--- config.mk ---
export PLATFORM = sky130hd
export DESIGN_NAME = butterfly_scheduler
export DESIGN_NICKNAME = d
export VERILOG_FILES = /design/src/rtl/butterfly_sched_pkg.sv /design/src/rtl/sched_tag_fifo.sv /design/src/rtl/butterfly_scheduler.sv
export SDC_FILE = /design/constraint.sdc
export NUM_CORES = 1
export LEC_CHECK = 0
export CELL_PAD_IN_SITES_DETAIL_PLACEMENT = 1
export CELL_PAD_IN_SITES_GLOBAL_PLACEMENT = 2
export CORE_MARGIN = 3
export CORE_UTILIZATION = 39
export CTS_BUF_LIST = sky130_fd_sc_hd__clkbuf_8
export DETAILED_ROUTE_END_ITERATION = 8
export PLACE_DENSITY = 0.83
export SKIP_LAST_GASP = 1
export SLEW_MARGIN = 10
export SYNTH_ARGS = -nofsm -noshare
export SYNTH_HDL_FRONTEND = slang
export SYNTH_SLANG_ARGS = --single-unit
export TNS_END_PERCENT = 30
--- constraint.sdc ---
create_clock -name clk -period 3.9 [get_ports clk]
set_clock_uncertainty 0.1 [all_clocks]
set_input_delay 0.975 -clock clk [delete_from_list [all_inputs] [get_ports clk]]
set_output_delay 0.975 -clock clk [all_outputs]
set_load 0.02 [all_outputs]
--- src/rtl/butterfly_sched_pkg.sv ---
// butterfly_sched_pkg: shared state encoding, default widths and butterfly index generation
package butterfly_sched_pkg;
  typedef enum logic [1:0] {IDLE, ISSUE, DRAIN, DONE} state_t;
  localparam int DEF_N = 8;
  localparam int DEF_LOG_N = $clog2(DEF_N);
  localparam int DEF_MAX_INFLIGHT = 4;
  localparam int DEF_CNT_W = $clog2(DEF_MAX_INFLIGHT + 1);
  typedef struct packed {
    logic [31:0] a;
    logic [31:0] b;
    logic [31:0] tw;
  } bf_idx_t;
  // Radix-2 DIT: butterfly k of stage s pairs a and a+2^s within group k>>s
  function automatic bf_idx_t bf_indices(input int log_n, input int s, input int k);
    bf_idx_t r;
    int half;
    int j;
    half = 1 << s;
    j = k & (half - 1);
    r.a = (k >> s) * 2 * half + j;
    r.b = r.a + half;
    r.tw = j << (log_n - 1 - s);
    return r;
  endfunction
endpackage

--- src/rtl/sched_tag_fifo.sv ---
// sched_tag_fifo: in-order tag FIFO; a pop frees its slot for a same-cycle push even when full
module sched_tag_fifo #(
  parameter int WIDTH = 6,
  parameter int DEPTH = 4
) (
  input  logic             clk,
  input  logic             reset,
  input  logic             push_i,
  input  logic             pop_i,
  input  logic [WIDTH-1:0] din_i,
  output logic [WIDTH-1:0] dout_o,
  output logic             full_o,
  output logic             empty_o
);
  localparam int AW = DEPTH > 1 ? $clog2(DEPTH) : 1;
  localparam int CW = $clog2(DEPTH + 1);
  logic [WIDTH-1:0] mem_q [DEPTH];
  logic [AW-1:0] wp_q, rp_q;
  logic [CW-1:0] cnt_q;
  logic do_push, do_pop;
  function automatic logic [AW-1:0] nxt(input logic [AW-1:0] p);
    return p == AW'(DEPTH - 1) ? '0 : p + 1'b1;
  endfunction
  assign full_o = cnt_q == CW'(DEPTH);
  assign empty_o = cnt_q == '0;
  assign dout_o = mem_q[rp_q];
  assign do_pop = pop_i & ~empty_o;
  assign do_push = push_i & (~full_o | do_pop);
  always_ff @(posedge clk or negedge reset) begin
    if (!reset) begin
      wp_q <= '0;
      rp_q <= '0;
      cnt_q <= '0;
    end else begin
      wp_q <= do_push ? nxt(wp_q) : wp_q;
      rp_q <= do_pop ? nxt(rp_q) : rp_q;
      cnt_q <= cnt_q + CW'(do_push) - CW'(do_pop);
    end
  end
  always_ff @(posedge clk) begin
    if (do_push) mem_q[wp_q] <= din_i;
  end
endmodule

--- src/rtl/butterfly_scheduler.sv ---
// butterfly_scheduler: walks all stages/butterflies of an N-point radix-2 DIT FFT,
// issuing operand/twiddle indices and writing results back in issue order.
module butterfly_scheduler
  import butterfly_sched_pkg::*;
#(
  parameter int N = DEF_N,
  parameter int MAX_INFLIGHT = DEF_MAX_INFLIGHT
) (
  input  logic                    clk,
  input  logic                    reset,
  input  logic                    start,
  output logic                    busy,
  output logic                    done,
  output logic                    bf_req_val,
  input  logic                    bf_req_rdy,
  output logic [$clog2(N)-1:0]    bf_a_idx,
  output logic [$clog2(N)-1:0]    bf_b_idx,
  output logic [$clog2(N)-2:0]    bf_tw_idx,
  input  logic                    bf_resp_val,
  output logic                    bf_resp_rdy,
  output logic                    wb_en,
  output logic [$clog2(N)-1:0]    wb_a_idx,
  output logic [$clog2(N)-1:0]    wb_b_idx
);
  localparam int LOG_N = $clog2(N);
  localparam int KW = LOG_N - 1;
  localparam int SW = $clog2(LOG_N);
  localparam int CW = $clog2(MAX_INFLIGHT + 1);
  state_t state_q, state_d;
  logic [SW-1:0] s_q, s_d;
  logic [KW-1:0] k_q, k_d;
  logic [CW-1:0] cnt_q, cnt_d;
  logic tag_full, tag_empty;
  logic [2*LOG_N-1:0] tag_head;
  logic iss_fire, resp_fire;
  bf_idx_t idx;
  logic unused_ok;
  assign idx = bf_indices(LOG_N, int'(s_q), int'(k_q));
  assign unused_ok = ^{idx, tag_full};
  // Issue gating uses only the registered count: a same-cycle pop never opens a slot
  assign bf_req_val = state_q == ISSUE && cnt_q < CW'(MAX_INFLIGHT);
  assign iss_fire = bf_req_val & bf_req_rdy;
  assign bf_a_idx = bf_req_val ? LOG_N'(idx.a) : '0;
  assign bf_b_idx = bf_req_val ? LOG_N'(idx.b) : '0;
  assign bf_tw_idx = bf_req_val ? KW'(idx.tw) : '0;
  assign bf_resp_rdy = ~tag_empty;
  assign resp_fire = bf_resp_val & ~tag_empty;
  assign wb_en = resp_fire;
  assign wb_a_idx = resp_fire ? tag_head[2*LOG_N-1:LOG_N] : '0;
  assign wb_b_idx = resp_fire ? tag_head[LOG_N-1:0] : '0;
  assign busy = state_q == ISSUE || state_q == DRAIN;
  assign done = state_q == DONE;
  assign cnt_d = cnt_q + CW'(iss_fire) - CW'(resp_fire);
  always_comb begin
    state_d = state_q;
    s_d = s_q;
    k_d = k_q;
    unique case (state_q)
      IDLE: if (start) begin
        state_d = ISSUE;
        s_d = '0;
        k_d = '0;
      end
      ISSUE: if (iss_fire) begin
        k_d = k_q + 1'b1;
        state_d = k_q == '1 ? DRAIN : ISSUE;
      end
      DRAIN: if (cnt_q == '0) begin
        state_d = s_q == SW'(LOG_N - 1) ? DONE : ISSUE;
        s_d = s_q == SW'(LOG_N - 1) ? s_q : s_q + 1'b1;
      end
      default: state_d = IDLE;
    endcase
  end
  always_ff @(posedge clk or negedge reset) begin
    if (!reset) begin
      state_q <= IDLE;
      s_q <= '0;
      k_q <= '0;
      cnt_q <= '0;
    end else begin
      state_q <= state_d;
      s_q <= s_d;
      k_q <= k_d;
      cnt_q <= cnt_d;
    end
  end
  sched_tag_fifo #(.WIDTH(2 * LOG_N), .DEPTH(MAX_INFLIGHT)) u_tags (
    .clk(clk),
    .reset(reset),
    .push_i(iss_fire),
    .pop_i(resp_fire),
    .din_i({bf_a_idx, bf_b_idx}),
    .dout_o(tag_head),
    .full_o(tag_full),
    .empty_o(tag_empty)
  );
endmodule
==> metrics.cfg, run 1 <==
[status]
status = completed

[finish]
drive_above_1_share_pct = 16.3
postLayoutCoreUtil_pct = 50.7
antennaDiodeCount = 0
syn2layout_area_growth_pct = 23.0
nets = 232
layout_common_cells = edfxtp_1, clkdlybuf4s50_1, ha_1, dfrtp_1, inv_1
fillers = 558
multi_input_area_um2 = 978
regArea_mm2 = 0.00112
final_common_cell = edfxtp_1

[floorplanning]
die-height_um = 80.4
fp-row-count = 26
core_mm2 = 0.00524
start_util_pct = 41.2
die_w_um = 80.4
dieArea_mm2 = 0.00646
io_pins = 24

[worst_setup_path]
r2r-end = u_tags.mem_q[1][2]
r2r_slack_ns = 1.28
rr_worst_depth = 10
worst-path-max-fanout = 4
arrival_ns = 2.68
reg2reg_from = s_q[0]
cp.required_ns = 2.82
critical_path.startpoint_type = flop
critPathKind = flop to primary output
crit_path_end_kind = primary output

[logic_synthesis]
syn_area_mm2 = 0.00216
synth_top_family_by_area = simple AND/OR/NAND/NOR gates
synth_top_area_share_pct = 33.4
asyncSetResetFlopFracSynth_pct = 40.0
synth-simple-area-share_pct = 13.9
syn_nets = 195
synth_warnings = 0
avgSynthCellArea_um2 = 12.7
syn_inst = 170
synth_compound_area_share_pct = 4.41
muxShareOfSynthArea_pct = 9.28
synthAdderAreaFrac_pct = 12.6
ys_top_cells_by_area = edfxtp_1, dfrtp_1, ha_1, mux4_2, fa_1
ys_types = 37
synth_edf_count = 24
yosysTopAreaCell = edfxtp_1
ys.flop_type = edfxtp_1
yosysSeqAreaShare_pct = 51.9
synthXorXnorAreaFrac_pct = 4.64
synth_seq_cells = 40

[global_routing]
antenna_found_initial = 0
grt_pass1_wl_um = 7560
overflow = 0
grtUsageTotal_pct = 15.3
grt_max_degree = 17
grt_pass1_vias = 1561

[routing]
ant_nets = 0
via_per_inst = 4.92
wl_per_cell_um = 15.4
drc = 0
vias = 1368
drt_first_iter_violations = 132
wirelength_um = 4290
dr.pass1.iters = 4

[pwr]
pwr-share-comb_pct = 11.3
intPower_uw = 682
p_seq_share_pct = 51.4
power_per_cell_area_mw_per_mm2 = 334
leakage_nw = 1.16
p_clk_share_pct = 37.2
switching_share_pct = 23.2
peakVddDrop_mv = 0.158
switchingPower_uw = 206

[sta]
rsz0062_at_grt = yes
fmax_mhz = 266
finalMaxSlewViolations = 0
hold_violations = 0
fin_crit_sh_pct = 96.4
post-route-min-period_ns = 3.76
hold_ws_ns = 0.400
setup-violations-final = 0
relSlewSlack_pct = 49.6
worst_slew_pin_slew_ns = 0.754

[placement]
place_hpwl_um = 3450
port_buffers = 23
gp_congestion = 0.805

[flow_run]
max-cap-violations = 0

[cts]
cts_root_buffer = clkbuf_8
cts_buffers = 5
clock_path_buffers = 2
htree_levels = 2
clk_latency_ns = 0.29
cts.clk_slew.worst_paths_ns = 0.08
clock-sinks = 40
cts_tree = done

[worst_hold_path]
hp-class = flop to flop
hp-start = u_tags.cnt_q[2]
min_to = u_tags.cnt_q[2]
holdPathStages = 1

[power by group through the flow]
stage	sequential (mW)	combinational [mW]	clock, mW
CTS	0.457	0.105	0.339
finish	0.456	0.101	0.330
global route	0.458	0.114	0.364
detailed placement	0.466	0.104	0
floorplan	0.468	0.0648	0
global placement	0.466	0.0976	0
[routing by layer]
layer | up-vias | share of wire, % | GRT usage (%)
met5 | - | 0 | 0
met4 | 0 | 1.3 | 4.56
met3 | 6 | 3.3 | 3.59
met2 | 21 | 53 | 27.0
met1 | 673 | 42 | 18.5
li1 | 668 | - | -
[repair_timing]
action / CTS / global route
setup buffers: 0 / 0
setup endpoints to repair: 3 / 3
hold buffers: 0 / 0
pin swaps: 0 / 2
gates resized for setup: 5 / 5
[cell families after synthesis]
family	Yosys count
adder cells (fa/ha/maj)	20
flip-flops	40
multiplexers	12
AND/OR/NAND/NOR	55
other	1
XOR/XNOR	9
buffers and inverters	17
AO/OA/AOI/OAI	16
[Yosys cell counts, types with 2 or more instances]
cell type and number:
ha_1 17, nor3b_1 2, edfxtp_1 24, fa_1 3, dfrtp_1 16, nor2b_1 2, a21oi_1 7, o21ai_0 2
xor2_1 2, and3_1 7, nand2_1 10, nor3_1 4, xnor2_1 5, mux4_2 6, clkbuf_1 2, buf_2 2
nand2b_1 4, a21o_1 2, inv_1 13, nor2_1 12, and2_1 7, mux2i_1 2, or3_1 2, mux2_2 4
[critical path, cell delays in order (launching register included)]
cell     delay, ns
dfrtp_1       0.41
inv_1         0.08
ha_2          0.22
xnor2_1       0.12
and2_1        0.17
ha_1          0.31
fa_1          0.42
xnor2_1       0.16
xnor3_1       0.24
nor2_2        0.11
buf_4         0.15
[sequential cells by signal (all words and copies together), names as in the netlist]
signal	count
u_tags.mem_q	24
k_q	2
cnt_q	3
u_tags.wp_q	2
s_q	2
u_tags.cnt_q	3
u_tags.rp_q	2
state_q	2
[area by class of cell]
cell class	instances	area share [%]
clock buffer	5	2.59
sequential	40	42.2
clock inverter	3	1.46
tap	70	3.30
inverter	13	1.84
multi-input combinational	113	36.9
timing repair buffer	34	11.7
[worst max path at each step]
stage                   to  cells past startpoint  slack, ns   start
2_1_floorplan  bf_b_idx[2]                      9       0.12  s_q[0]
3_3_place_gp   bf_b_idx[2]                     10      -0.16  s_q[0]
3_5_place_dp   bf_b_idx[2]                     10      -0.30  s_q[0]
4_1_cts        bf_b_idx[2]                     10      -0.19  s_q[0]
5_1_grt        bf_b_idx[2]                     10      -0.05  s_q[0]
6_report       bf_b_idx[2]                     10       0.14  s_q[0]
[stage by stage]
step / power (mW) / worst slack (ns) / cells / cell area [µm²] / TNS [ns]
floorplan: 0.533 / 0.124 / 170 / 2160 / 0
global placement: 0.563 / -0.157 / 270 / 2540 / -0.157
detailed placement: 0.569 / -0.296 / 270 / 2540 / -0.296
CTS: 0.900 / -0.194 / 278 / 2640 / -0.284
global route: 0.936 / -0.0483 / 278 / 2660 / -0.0483
finish: 0.887 / 0.141 / 278 / 2660 / 0
Note: power is estimated with default switching activity, not from simulation.
==> inputs of run 2 (changes only) <==
Settings changed: CTS_CLUSTER_SIZE from default to 8.
Clock period 3.9 ns to 4.34 ns, I/O delays scaled along.
==> run 2 against run 1 <==
Hold slack gained 0.013 ns; wire length grew 1.4%; clock-buffer cell count is the same; cell area shrank 1.4%; worst setup slack gained 0.053 ns; critical endpoint unchanged; largest cell class unchanged.
==> metrics.cfg, run 2 (same netlist as run 1, synthesis figures left out) <==
[sta]
rsz0062_at_grt = yes  ; unchanged
finalMaxSlewViolations = 0  ; unchanged
worst_slew_pin_slew_ns = 0.779  ; was 0.754 ns
hold_violations = 0  ; unchanged
setup-violations-final = 0  ; unchanged
post-route-min-period_ns = 4.15
hold_ws_ns = 0.414  ; was 0.400 ns
relSlewSlack_pct = 47.9  ; was 49.6%
fin_crit_sh_pct = 95.5
fmax_mhz = 241
timing.final.ws_setup_ns = 0.193  ; was 0.141 ns

[placement]
port_buffers = 23  ; unchanged
place_hpwl_um = 3490  ; was 3450 µm
place_ws_ns = -0.0236  ; was -0.296 ns
gp_congestion = 0.778  ; was 0.805

[global_routing]
overflow = 0  ; unchanged
use_met3_pct = 3.14  ; was 3.59%
top_usage_layer = met2  ; unchanged
grt_pass1_vias = 1538  ; was 1,561
antenna_found_initial = 0  ; unchanged
grt_use_met2_pct = 28.5  ; was 27.0%
use_met1_pct = 18.7  ; was 18.5%
grtUsageTotal_pct = 15.6  ; was 15.3%
grt_max_degree = 17  ; unchanged
grt_pass1_wl_um = 7770  ; was 7560 µm

[finish]
nets = 227  ; was 232
layout_common_cells = edfxtp_1, clkdlybuf4s50_1, ha_1, dfrtp_1, inv_1  ; unchanged
top_register = u_tags.mem_q  ; unchanged
syn2layout_area_growth_pct = 21.3  ; was 23.0%
top_regs = u_tags.mem_q (24), cnt_q (3), u_tags.cnt_q (3)  ; unchanged
drive_above_1_share_pct = 13.8  ; was 16.3%
largest_reg_flops = 24  ; unchanged
final_common_cell = edfxtp_1  ; unchanged
fillers = 548  ; was 558
antennaDiodeCount = 0  ; unchanged

[routing]
drt_first_iter_violations = 85  ; was 132
via_per_inst = 5.07  ; was 4.92
wirelength_um = 4350  ; was 4290 µm
ant_nets = 0  ; unchanged
drc = 0  ; unchanged
wl_per_cell_um = 15.9  ; was 15.4 µm
dr.pass1.iters = 4  ; unchanged
vias = 1385  ; was 1,368

[flow_run]
max-cap-violations = 0  ; unchanged

[pwr]
power_per_cell_area_mw_per_mm2 = 305  ; was 334 mW/mm²
leakage_nw = 1.12  ; was 1.16 nW
peakVddDrop_mv = 0.138  ; was 0.158 mV

[worst_hold_path]
hp-class = flop to flop  ; unchanged

[cts]
clk_latency_ns = 0.28  ; was 0.29 ns
cts_root_buffer = clkbuf_8  ; unchanged
clock_path_buffers = 2  ; unchanged
cts.clk_slew.worst_paths_ns = 0.08  ; about the same
cts_buffers = 5  ; unchanged
cts_tree = done  ; unchanged
clock-sinks = 40  ; unchanged
post-cts-setup-buffers = 0  ; unchanged
htree_levels = 2  ; unchanged

[worst_setup_path]
crit_path_end_kind = primary output  ; unchanged
cp.required_ns = 3.15  ; was 2.82 ns
arrival_ns = 2.96  ; was 2.68 ns
critPathKind = flop to primary output  ; unchanged
worst-path-max-fanout = 5  ; was 4
critical_path.startpoint_type = flop  ; unchanged

[floorplanning]
core_mm2 = 0.00524  ; unchanged
fp-row-count = 26  ; unchanged
io_pins = 24  ; unchanged
die_w_um = 80.4  ; unchanged
die-height_um = 80.4  ; unchanged
start_util_pct = 41.2  ; unchanged
dieArea_mm2 = 0.00646  ; unchanged

[status]
status = completed  ; unchanged

-- run 2: metal layers --
layer	routed length [µm]	vias up	part of all wire [%]
li1	-	659	-
met1	1790	696	41
met2	2380	24	55
met3	143	6	3.3
met4	42	0	0.97
met5	0	-	0
-- run 2: what timing repair did --
action | 4_1_cts | 5_1_grt
hold buffers | 0 | 0
setup endpoints to repair | 1 | 2
gates resized for setup | 3 | 4
endpoints found under the hold margin | 0 | 0
-- run 2: cell type report --
class / instances / area [µm²] / share of cell area [%]
tap: 70 / 87.6 / 3.35
clock buffer: 5 / 68.8 / 2.63
multi-input combinational: 113 / 973 / 37.2
sequential: 40 / 1120 / 42.8
timing repair buffer: 29 / 275 / 10.5
clock inverter: 3 / 42.5 / 1.63
inverter: 13 / 48.8 / 1.86
-- run 2: path summary, 6_finish.rpt --
check                                endpoint     start  slack (ns)  depth (start not counted)
setup / recovery                  bf_b_idx[2]    s_q[0]        0.19                         10
hold / removal                       cnt_q[0]  cnt_q[0]        0.41                          1
hold reg to reg                      cnt_q[0]  cnt_q[0]        0.41                          1
setup reg to reg           u_tags.mem_q[2][2]    s_q[0]        1.45                         10
min in group asynchronous            cnt_q[0]     reset        1.15                          1
max in group asynchronous              s_q[0]     reset        2.50                          1
-- run 2: worst max-delay path: stages (launching register included) --
cell and delay [ns]:
dfrtp_1 0.42, inv_1 0.08, ha_1 0.26, xnor2_1 0.15, and2_1 0.17, ha_1 0.31, fa_1 0.42, xnor2_1 0.17
xnor3_1 0.42, nor2_2 0.12, buf_4 0.16
-- run 2: where the power goes --
group          switching [mW]  total (mW)  internal [mW]
Sequential             0.0105       0.416          0.406
Clock                   0.130       0.300          0.170
Combinational          0.0448      0.0817         0.0368
Total                   0.185       0.798          0.613
-- run 2: through the flow --
stage / power [mW] / setup TNS (ns) / utilization (%) / instances / area, µm²
final: 0.798 / 0 / 50.0 / 273 / 2620
after floorplan: 0.479 / 0 / - / 170 / 2160
after CTS: 0.807 / 0 / 50.0 / 273 / 2620
after detailed placement: 0.505 / -0.0236 / 47.8 / 265 / 2500
after global routing: 0.838 / -0.0107 / 50.0 / 273 / 2620
after global placement: 0.500 / 0 / 47.8 / 265 / 2500
==> inputs of run 3 (changes only) <==
Clock period 4.34 ns to 4.89 ns, I/O delays scaled along.
==> run 3 against run 2 <==
Sequential share of layout area up 0.73 points; non-clock buffer count shrank 5; highest routed layer unchanged; core utilization down 0.79 points; combinational power is 9.3% lower; critical path depth stayed put; critical endpoint unchanged; sequential power fell by 11%; first-iteration DRC count down 42%; clock power shrank 13%; critical path type unchanged; clock-buffer cell count unchanged; wire length is 3.4% higher.
==> metrics.cfg, run 3 (same netlist as run 1, synthesis figures left out) <==
[sta]
hold_violations = 0  ; unchanged
post-route-min-period_ns = 4.61
finalMaxSlewViolations = 0  ; unchanged
relSlewSlack_pct = 47.8  ; was 47.9%
setup-violations-final = 0  ; unchanged
fmax_mhz = 217
timing.final.ws_setup_ns = 0.275  ; was 0.193 ns
rsz0062_at_grt = no  ; was yes
fin_setup_tns_ns = 0  ; unchanged
fin_crit_sh_pct = 94.4
worst_slew_pin_slew_ns = 0.781  ; was 0.779 ns

[worst_setup_path]
critical_path.startpoint_type = flop  ; unchanged
r2r-end = u_tags.mem_q[3][2]  ; was u_tags.mem_q[2][2]
crit_path_end_kind = primary output  ; unchanged
arrival_ns = 3.29  ; was 2.96 ns
reg2reg_from = s_q[1]  ; was s_q[0]
critPathKind = flop to primary output  ; unchanged
r2r_slack_ns = 1.98  ; was 1.45 ns
cp.required_ns = 3.57  ; was 3.15 ns
rr_worst_depth = 9  ; was 10
worst-path-max-fanout = 7  ; was 5

[finish]
final_common_cell = edfxtp_1  ; unchanged
fillers = 555  ; was 548
top_register = u_tags.mem_q  ; unchanged
layout_common_cells = edfxtp_1, clkdlybuf4s50_1, ha_1, dfrtp_1, inv_1  ; unchanged
drive_above_1_share_pct = 11.1  ; was 13.8%
nets = 222  ; was 227
largest_reg_flops = 24  ; unchanged
syn2layout_area_growth_pct = 19.4  ; was 21.3%
top_regs = u_tags.mem_q (24), cnt_q (3), u_tags.cnt_q (3)  ; unchanged
antennaDiodeCount = 0  ; unchanged

[cts]
clk_latency_ns = 0.29  ; was 0.28 ns
cts.clk_slew.worst_paths_ns = 0.08  ; about the same
cts_root_buffer = clkbuf_8  ; unchanged
cts_hold_buf = 0  ; unchanged
post-cts-setup-buffers = 0  ; unchanged
htree_levels = 2  ; unchanged
clock_path_buffers = 2  ; unchanged
ctsResizeCount = 1  ; was 3
cts_buffers = 5  ; unchanged
clock-sinks = 40  ; unchanged
cts_tree = done  ; unchanged

[floorplanning]
io_pins = 24  ; unchanged
dieArea_mm2 = 0.00646  ; unchanged
start_util_pct = 41.2  ; unchanged
fp-row-count = 26  ; unchanged
core_mm2 = 0.00524  ; unchanged
die_w_um = 80.4  ; unchanged
die-height_um = 80.4  ; unchanged

[pwr]
leakage_nw = 1.08  ; was 1.12 nW
power_per_cell_area_mw_per_mm2 = 274  ; was 305 mW/mm²
peakVddDrop_mv = 0.161  ; was 0.138 mV

[placement]
gp_congestion = 0.750  ; was 0.778
place_hpwl_um = 3560  ; was 3490 µm
place_ws_ns = 0.163  ; was -0.0236 ns
port_buffers = 23  ; unchanged

[worst_hold_path]
hp-start = cnt_q[0]  ; unchanged
hp-class = flop to flop  ; unchanged
min_to = cnt_q[0]  ; unchanged
holdPathStages = 1  ; unchanged

[status]
status = completed  ; unchanged

[flow_run]
max-cap-violations = 0  ; unchanged

[global_routing]
grt_pass1_vias = 1462  ; was 1,538
antenna_found_initial = 0  ; unchanged
grtUsageTotal_pct = 15.7  ; was 15.6%
overflow = 0  ; unchanged
grt_pass1_wl_um = 7530  ; was 7770 µm
grt_max_degree = 17  ; unchanged

[routing]
via_per_inst = 4.99  ; was 5.07
drc = 0  ; unchanged
drt_first_iter_violations = 49  ; was 85
wl_per_cell_um = 16.8  ; was 15.9 µm
vias = 1338  ; was 1,385
wirelength_um = 4500  ; was 4350 µm
ant_nets = 0  ; unchanged
dr.pass1.iters = 4  ; unchanged

-- run 3: changes by cell type in the layout (fill, tap and decap cells not counted) --
| cell | previous run | this run |
|---|---|---|
| dfrtp_1 | 16 | 15 |
| dlymetal6s2s_1 | 1 | 0 |
| clkdlybuf4s50_1 | 21 | 22 |
| dfrtp_2 | 0 | 1 |
| inv_1 | 13 | 14 |
| clkinvlp_4 | 1 | 0 |
| dlygate4sd2_1 | 0 | 1 |
| buf_4 | 7 | 1 |
-- run 3: routing by layer --
metal  vias to the layer above  global-route usage (%)  part of all wire, %
li1                        650                       -                    -
met3                         4                    3.48                  3.4
met1                       661                    18.1                   43
met4                         0                    5.07                  1.1
met2                        23                    28.6                   53
met5                         -                       0                    0
-- run 3: cell type report --
class / count / area, µm² / share of cell area (%)
clock buffers: 5 / 68.8 / 2.67
multi-input cells: 113 / 973 / 37.8
repair buffers: 24 / 236 / 9.18
clock inverters: 3 / 38.8 / 1.51
well taps: 70 / 87.6 / 3.40
inverters: 13 / 48.8 / 1.89
flip-flops and latches: 40 / 1120 / 43.6
-- run 3: worst max path at each step --
stage	cells past startpoint	to	from	slack, ns
after floorplan	9	bf_b_idx[2]	s_q[0]	0.87
after global placement	10	bf_b_idx[2]	s_q[0]	0.29
after detailed placement	10	bf_b_idx[2]	s_q[0]	0.16
after CTS	10	bf_b_idx[2]	s_q[0]	0.09
after global routing	10	bf_b_idx[2]	s_q[1]	0.03
final	10	bf_b_idx[2]	s_q[1]	0.28
-- run 3: power by group --
part           switching (mW)  internal [mW]  leakage [nW]  total, mW
Combinational          0.0410         0.0330         0.575     0.0741
Sequential            0.00877          0.360         0.447      0.369
Clock                   0.113          0.149        0.0593      0.262
-- run 3: critical path: stages (launching register included) --
cell and delay (ns):
dfrtp_1 0.46, inv_1 0.12, ha_1 0.26, xnor2_1 0.15, and2_1 0.17, ha_1 0.30
fa_1 0.41, xnor2_1 0.19, xnor3_1 0.43, nor2_2 0.16, dlygate4sd2_1 0.35
-- run 3: through the flow --
step / utilization (%) / area (µm²) / hold slack (ns) / std cells / power [mW]
2_1_floorplan: - / 2160 / 0.353 / 170 / 0.425
3_3_place_gp: 47.1 / 2470 / 0.374 / 260 / 0.445
3_5_place_dp: 47.1 / 2470 / 0.404 / 260 / 0.451
4_1_cts: 49.1 / 2570 / 0.419 / 268 / 0.716
5_1_grt: 49.2 / 2580 / 0.429 / 268 / 0.740
6_report: 49.2 / 2580 / 0.410 / 268 / 0.705
